### config.mk
export PLATFORM = sky130hd
export DESIGN_NAME = hex_display_ctrl
export DESIGN_NICKNAME = d
export VERILOG_FILES = /design/src/rtl/hex_display_ctrl.sv
export SDC_FILE = /design/constraint.sdc
export NUM_CORES = 1
export LEC_CHECK = 0
export ABC_CLOCK_PERIOD_IN_PS = 6100
export BUFFER_PORTS_ARGS = -buffer_cell sky130_fd_sc_hd__buf_2
export CELL_PAD_IN_SITES_DETAIL_PLACEMENT = 1
export CELL_PAD_IN_SITES_GLOBAL_PLACEMENT = 1
export CORE_MARGIN = 1
export CORE_UTILIZATION = 48
export DETAILED_ROUTE_END_ITERATION = 16
export PLACE_DENSITY = 0.94
export SYNTH_ARGS = -nofsm -noshare
export SYNTH_HDL_FRONTEND = slang
export SYNTH_SLANG_ARGS = --single-unit
### constraint.sdc
create_clock -name clk -period 6.1 [get_ports clk]
set_clock_uncertainty 0.15 [all_clocks]
set_input_delay 1.22 -clock clk [delete_from_list [all_inputs] [get_ports clk]]
set_output_delay 1.22 -clock clk [all_outputs]
set_load 0.05 [all_outputs]
### src/rtl/hex_display_ctrl.sv
// Sequential signed-binary-to-BCD controller for a row of seven-segment displays.
// Double-dabble conversion, one bit per clock; outputs update only on the done edge.
module hex_display_ctrl #(
    parameter int DATA_W     = 20,
    parameter int NUM_DIGITS = 6,
    parameter int BLANK_LZ   = 1
) (
    input  logic                    clk,
    input  logic                    rst_n,
    input  logic [DATA_W-1:0]       value,
    input  logic                    start,
    output logic                    busy,
    output logic                    done,
    output logic [4*NUM_DIGITS-1:0] digits,
    output logic [NUM_DIGITS-1:0]   dig_neg,
    output logic [NUM_DIGITS-1:0]   dig_blank,
    output logic                    ovf
);

    // Decimal digit count of 2^DATA_W-1 (floor(DATA_W*log10(2))+1).
    localparam int BCD_DIGITS = (DATA_W * 301) / 1000 + 1;
    localparam int ACC_DIGITS = (BCD_DIGITS > NUM_DIGITS) ? BCD_DIGITS : NUM_DIGITS;
    localparam int ACC_W      = 4 * ACC_DIGITS;
    localparam int CNT_W      = $clog2(DATA_W + 1);
    localparam logic [NUM_DIGITS-1:0] BLANK_RST = ~NUM_DIGITS'(1);

    typedef enum logic [1:0] {
        ST_IDLE   = 2'd0,
        ST_SHIFT  = 2'd1,
        ST_FINISH = 2'd2
    } state_t;

    state_t             state_r;
    logic [CNT_W-1:0]   cnt_r;
    logic [ACC_W-1:0]   bcd_r;
    logic [DATA_W-1:0]  mag_r;
    logic               sign_r;

    logic [ACC_W-1:0]        bcd_adj_s;
    logic [ACC_W-1:0]        bcd_next_s;
    logic [DATA_W-1:0]       mag_next_s;
    logic                    ovf_s;
    logic [4*NUM_DIGITS-1:0] digits_s;
    logic [NUM_DIGITS-1:0]   blank_s;
    logic [NUM_DIGITS-1:0]   neg_s;
    logic                    zero_above_s;
    logic                    neg_found_s;

    function automatic logic [ACC_W-1:0] bcd_adjust(input logic [ACC_W-1:0] bcd);
        logic [ACC_W-1:0] res;
        res = bcd;
        for (int i = 0; i < ACC_DIGITS; i++) begin
            if (bcd[4*i +: 4] >= 4'd5) begin
                res[4*i +: 4] = bcd[4*i +: 4] + 4'd3;
            end else begin
                res[4*i +: 4] = bcd[4*i +: 4];
            end
        end
        return res;
    endfunction

    // One double-dabble step: add-3 correction, then shift the combined register left.
    always_comb begin
        bcd_adj_s = bcd_adjust(bcd_r);
        {bcd_next_s, mag_next_s} = {bcd_adj_s, mag_r} << 1;
    end

    // Display image derived from the finished accumulator: saturation, blanking, sign placement.
    always_comb begin
        ovf_s = 1'b0;
        for (int i = NUM_DIGITS; i < ACC_DIGITS; i++) begin
            ovf_s = ovf_s | (bcd_r[4*i +: 4] != 4'd0);
        end
        if (ovf_s) begin
            digits_s = {NUM_DIGITS{4'h9}};
        end else begin
            digits_s = bcd_r[4*NUM_DIGITS-1:0];
        end
        blank_s      = '0;
        zero_above_s = 1'b1;
        for (int i = NUM_DIGITS - 1; i >= 1; i--) begin
            zero_above_s = zero_above_s & (digits_s[4*i +: 4] == 4'd0);
            blank_s[i]   = zero_above_s & (BLANK_LZ != 0);
        end
        // Minus sign goes on the most significant digit that is still lit.
        neg_s       = '0;
        neg_found_s = 1'b0;
        for (int i = NUM_DIGITS - 1; i >= 0; i--) begin
            if (sign_r && !neg_found_s && !blank_s[i]) begin
                neg_s[i]    = 1'b1;
                neg_found_s = 1'b1;
            end else begin
                neg_s[i]    = 1'b0;
            end
        end
    end

    // Conversion FSM and registered display outputs.
    always_ff @(posedge clk or negedge rst_n) begin
        if (!rst_n) begin
            state_r   <= ST_IDLE;
            cnt_r     <= '0;
            bcd_r     <= '0;
            mag_r     <= '0;
            sign_r    <= 1'b0;
            busy      <= 1'b0;
            done      <= 1'b0;
            ovf       <= 1'b0;
            digits    <= '0;
            dig_neg   <= '0;
            dig_blank <= BLANK_RST;
        end else begin
            done <= 1'b0;
            case (state_r)
                ST_IDLE: begin
                    if (start) begin
                        sign_r  <= value[DATA_W-1];
                        mag_r   <= value[DATA_W-1] ? (~value + DATA_W'(1)) : value;
                        bcd_r   <= '0;
                        cnt_r   <= CNT_W'(DATA_W);
                        state_r <= ST_SHIFT;
                        busy    <= 1'b1;
                    end else begin
                        state_r <= ST_IDLE;
                        busy    <= 1'b0;
                    end
                end
                ST_SHIFT: begin
                    bcd_r <= bcd_next_s;
                    mag_r <= mag_next_s;
                    cnt_r <= cnt_r - CNT_W'(1);
                    if (cnt_r == CNT_W'(1)) begin
                        state_r <= ST_FINISH;
                    end else begin
                        state_r <= ST_SHIFT;
                    end
                end
                ST_FINISH: begin
                    digits    <= digits_s;
                    dig_blank <= blank_s;
                    dig_neg   <= neg_s;
                    ovf       <= ovf_s;
                    done      <= 1'b1;
                    busy      <= 1'b0;
                    state_r   <= ST_IDLE;
                end
                default: begin
                    state_r <= ST_IDLE;
                    busy    <= 1'b0;
                end
            endcase
        end
    end

endmodule

Word-level counts from Yosys, hierarchy flattened
Cells that the tools add are included.
{"block": "word_totals", "ff_bits": 94, "out_inout_bits": 39, "wordCells": 97, "in_bits": 23}
{"block": "classes", "eq_ne": 4, "n_mux": 31, "reduce_logical": 30, "n_bitwise": 5, "addsub": 9, "n_lt_le_gt_ge": 7}
{"cell": "one-hot mux 28 bit (2 select lines)", "n": 1}
{"cell": "2-to-1 mux 20 bit", "n": 2}
{"cell": "one-hot mux 20 bit (2 select lines)", "n": 1}
{"cell": ">= comparator 4 x 3 -> 1 bit (second input constant)", "n": 7}
{"cell": "2-to-1 mux 28 bit", "n": 1}
{"cell": "adder 4 x 2 -> 4 bit (second input constant)", "n": 6}
{"cell": "2-to-1 mux 24 bit", "n": 1}
{"cell": "2-to-1 mux 4 bit", "n": 6}
{"cell": "adder 20 x 1 -> 20 bit (second input constant)", "n": 1}
{"cell": "logical NOT 4 bit", "n": 5}
{"cell": "NOT 20 bit", "n": 1}
{"cell": "2-to-1 mux 1 bit", "n": 13}
{"cell": "logical AND 1 bit", "n": 10}
{"cell": "logical NOT 1 bit", "n": 10}
{"cell": "one-hot mux 5 bit (2 select lines)", "n": 1}
{"cell": "equality test 5 x 1 -> 1 bit (second input constant)", "n": 1}
{"cell": "2-to-1 mux 5 bit", "n": 1}
{"cell": "subtractor 5 x 1 -> 5 bit (second input constant)", "n": 1}
{"cell": "AND 1 bit", "n": 4}
{"cell": "one-hot mux 2 bit (2 select lines)", "n": 1}
{"cell": "AND reduction 2 bit", "n": 2}
{"cell": "nonzero test 4 bit", "n": 1}
{"cell": "adder 3 x 2 -> 3 bit (second input constant)", "n": 1}
{"cell": "2-to-1 mux 3 bit", "n": 1}
{"cell": "7 further kinds", "n": 7}

Depth between registers and ports, before layout
{"block": "logic_depth", "word_depth": 25, "ltp_mapped": 8, "mapped_depth_nobuf": 6}

Least setup slack after synthesis
Ideal clock, no wire load.
{"block": "synth_path", "path_type": "input-to-reg", "from": "input port value[0]", "to": "register mag_r[18]", "n_path_buf": 1, "arrival_ps": 2626, "t_required_ps": 5885, "slack_ps": 3259, "stages": 7, "cell_sequence": "inv_1 ha_1 or4b_1 buf_2 or3_1 o221a_1 nand2_1"}
{"block": "synth_via", "elab_chain_cells": 5}
{"item": "start, declared", "line_no": "10", "text": "input logic [DATA_W-1:0] value,"}
{"item": "NOT 20 bit", "line_no": "118", "text": "mag_r <= value[DATA_W-1] ? (~value + DATA_W'(1)) : value;"}
{"item": "adder 20 x 1 -> 20 bit", "line_no": "118"}
{"item": "2-to-1 mux 20 bit", "line_no": "118"}
{"item": "2-to-1 mux 20 bit", "line_no": "116", "text": "if (start) begin"}
{"item": "one-hot mux 20 bit (2 select lines)", "line_no": "114", "text": "case (state_r)"}
{"item": "end signal, assigned", "line_no": "118"}
{"item": "end signal, assigned", "line_no": "130", "text": "mag_r <= mag_next_s;"}
{"item": "end, declared", "line_no": "36", "text": "logic [DATA_W-1:0] mag_r;"}
Every way passes these cells. The select of a mux whose other input is x is not followed.
A chain may end at the register's enable or synchronous reset.

Worst setup path in the final report
Same ends and word-level chain as after synthesis.

==> metrics.log <==
INFO  metric run_status = finished, final reports clean
INFO  metric final_hold_viol_count = 0
INFO  metric most_common_cell_after_layout_fill_and_taps_aside = dfrtp_1
INFO  metric h_tree_level_count = 3
INFO  metric seq_area_frac_synth = 0.487
INFO  metric synth_enable_flop_cells = 0
INFO  metric post_cts_resized = 0
INFO  metric syn-instance-count = 494
INFO  metric setup.worst_path.class = in2reg
INFO  metric number_of_nets_in_the_final_layout = just under 600
INFO  metric gp_congestion = around 0.78
INFO  metric report.final.slew_viol_count = 0
INFO  metric finalCritPeriodShare = 0.459
INFO  metric slew_headroom = 0.219
INFO  metric crit_slowest_cell = or4b_1
INFO  metric source_to_sink_clock_delay_at_the_later_pin_of_the_worst_skew_pair = 380 ps
INFO  metric core_region_area = roughly 9800 um^2
INFO  metric drv.max_cap_violation_count = 0
INFO  metric postSynthRegisterBits = 94
INFO  metric dr.first_iter.drc_count = 152
INFO  metric tritoncts_clock_tree = yes
INFO  metric detailed_route_via_count = 4047
INFO  metric clock_sinks = 94
INFO  metric ios = 62
INFO  metric synthesis.area = 4850 um^2
INFO  metric most_frequent_cells_in_the_layout = dfrtp_1 (89), nand2_1 (64), buf_2 (59)
INFO  metric synthesis.nets = 535
INFO  metric pwr_density_cell = roughly 480 nW/um^2
INFO  metric syn_to_final_growth = 12.7%
INFO  metric fmax = 358 MHz
INFO  metric timing.critical_path.from = value[0]
INFO  metric post-route-drc-count = 0
INFO  metric clk_path_buf_depth = 2
INFO  metric static_leakage = 2.51 nW
INFO  metric grt_pass1_wl = ~21000 um
INFO  metric synth_warnings = 0
INFO  metric grt_pass1_vias = 4285
INFO  metric regToRegStartpoint = bcd_r[24]
INFO  metric cp_data_arrival_time = between 2000 and 3000 ps
INFO  metric floorplan.die_area = approximately 11000 um^2
INFO  metric detailed_place.area = 5230 um^2
INFO  metric clock_pin_slew_of_the_registers_on_the_worst_case_setup_and_hold_paths = approximately 90 ps
INFO  metric syn-mean-instance-area = 9.81 um^2
INFO  metric detail_route.first_pass.iterations = 4
INFO  metric initial_utilization = 0.496
INFO  metric crit_fanout = 7
INFO  metric cts_buffers = 9
INFO  metric finalSetupViolations = 0
INFO  metric die_span_in_y = around 100 um
INFO  metric globalRouteOverflowTotal = 0
INFO  metric ys_async_sr_fraction = 1.00
INFO  metric setup.worst_path.start_class = primary input
INFO  metric postRouteWirelength = 13200 um
INFO  metric cp.required = just over 6000 ps
INFO  metric design_area = 5460 um^2
INFO  metric pin_count_of_the_biggest_net_entering_global_routing = just under 60
INFO  metric dominantRegCellSynth = dfrtp_1
INFO  metric rsz0062_at_grt = false
INFO  metric critical-path-max-stage-delay = roughly 610 ps
INFO  metric core.rowCount = 36
INFO  metric min_path_type = reg2reg
INFO  metric postCtsSetupRepairBufs = 0
INFO  metric worstSetupEndpointType = flop
INFO  metric die_x = roughly 100 um
INFO  metric period_minus_slack = between 2000 and 3000 ps
INFO  metric worst_ir_drop_vdd = between 0.00015 and 0.0002 V
INFO  metric dp.final_hpwl = around 9300 um
INFO  metric final.setup.tns = 0 ps
INFO  metric route.detailed.wl_per_inst = between 15 and 20 um
INFO  metric io_buffer_count = 60
INFO  metric antenna_violating_nets_post_route = 0
INFO  metric drt-vias-per-instance = ~6
INFO  metric clk_root_buffer_cell = clkbuf_8
INFO  metric synthDistinctLibCells = 56
INFO  metric antenna_found_initial = 0
INFO  metric global_route.usage.total = 0.270
INFO  metric hold_buffers = 0
INFO  metric worst_slew_pin_slew = ~1200 ps
INFO  metric final_layout_size_suffix_gt1_frac = 0.188
INFO  metric worst_hold_startpoint = digits[19]
INFO  metric cell_chain_critical_path = buf_2, inv_1, ha_1, or4b_1, or3_1, a21oi_1, nand2_1
INFO  metric n_antenna_cell = 0
==> synthesized netlist by cell type, types with 2 or more instances <==
cell type | count | share of area
o21ai_0 | 45 | 0.046
dfrtp_1 | 89 | 0.46
clkbuf_1 | 29 | 0.022
dfstp_2 | 5 | 0.027
o22ai_1 | 7 | 0.0090
or3_1 | 3 | 0.0039
o41ai_2 | 2 | 0.0067
a22o_1 | 3 | 0.0054
a311oi_1 | 2 | 0.0036
ha_1 | 18 | 0.046
nor2b_1 | 2 | 0.0026
o32ai_1 | 3 | 0.0054
a21oi_1 | 11 | 0.011
a32o_1 | 7 | 0.014
nand4_1 | 2 | 0.0026
nor3_1 | 7 | 0.0072
o41ai_1 | 3 | 0.0054
nand3b_1 | 3 | 0.0046
nor3b_1 | 6 | 0.0093
nand2b_1 | 12 | 0.015
mux2i_1 | 4 | 0.0083
buf_2 | 3 | 0.0031
xor2_1 | 16 | 0.029
or3b_2 | 2 | 0.0036
a31oi_1 | 7 | 0.0090
a22oi_1 | 16 | 0.025
o31ai_1 | 24 | 0.037
or2_2 | 2 | 0.0026
or4_1 | 4 | 0.0062
inv_1 | 20 | 0.015
nand2_1 | 64 | 0.050
nor4_1 | 5 | 0.0065
mux2_2 | 6 | 0.014
nor2_1 | 16 | 0.012
nand3_1 | 16 | 0.017
xnor2_1 | 10 | 0.018
==> final cells by class <==
class | count | area (um^2)
Timing Repair Buffer | 66 | 348
Multi-Input combinational cell | 346 | 2280
Inverter | 20 | 75.1
Clock buffer | 9 | 124
Tap cell | 133 | 166
Sequential cell | 94 | 2360
Fill cell | 1122 | 4310
Clock inverter | 7 | 104
==> cell families (layout without fill, tap and decap cells) <==
group,count (synthesis),count (layout),synth area share
multiplexers,10,10,0.0222
other,1,1,0.000774
XOR/XNOR,26,26,0.0470
flip-flops,94,94,0.487
AND/OR/NAND/NOR,150,150,0.156
buffers and inverters,54,102,0.0434
adder cells (fa/ha/maj),18,18,0.0465
AO/OA/AOI/OAI,141,141,0.198
==> worst max-delay path, delay by kind of cell <==
kind	cells	cell delay, ps
and+or+nand+nor	3	1160
adders and majority gates	1	170
buffers and inverters	2	170
AOI/OAI and AO/OA	1	170
==> registers in the layout, summed over array words and instances, names as in the netlist <==
signal,count
cnt_r,5
dig_neg,6
busy,1
mag_r,20
dig_blank,5
done,1
state_r,2
ovf,1
digits,24
bcd_r,28
sign_r,1
==> final timing paths <==
path                              endpoint  slack [ps]  cells past startpoint
worst max register to register  dig_neg[1]        3400                      6
min in group asynchronous       digits[22]         660                      1
max in group asynchronous         bcd_r[4]        4010                      2
worst min-delay path            digits[19]         320                      2
worst max-delay path             mag_r[18]        3300                      7
worst min register to register  digits[19]         320                      2
==> layer usage <==
metal  track usage  share of wire  up-vias
met4         0.110          0.026        0
met3        0.0445          0.042       28
li1              -              -     1860
met1         0.320           0.42     2025
met2         0.486           0.51      134
met5             0              0        -
==> per-stage QoR <==
stage          instances  power (mW)   util  hold slack, ps  setup slack [ps]
3_5_place_dp         659        2.13  0.535             300              2930
5_1_grt              675        2.77  0.559             352              3170
6_report             675        2.61  0.559             318              3300
4_1_cts              675        2.62  0.559             321              3310
2_1_floorplan        494        1.78      -             299              3260
3_3_place_gp         659        2.01  0.535             297              3020
==> where the power goes <==
group | switching [mW] | internal (mW)
clock | 0.242 | 0.237
combinational | 0.728 | 0.389
sequential | 0.194 | 0.824
No activity file was read; power rests on OpenSTA's default activity.
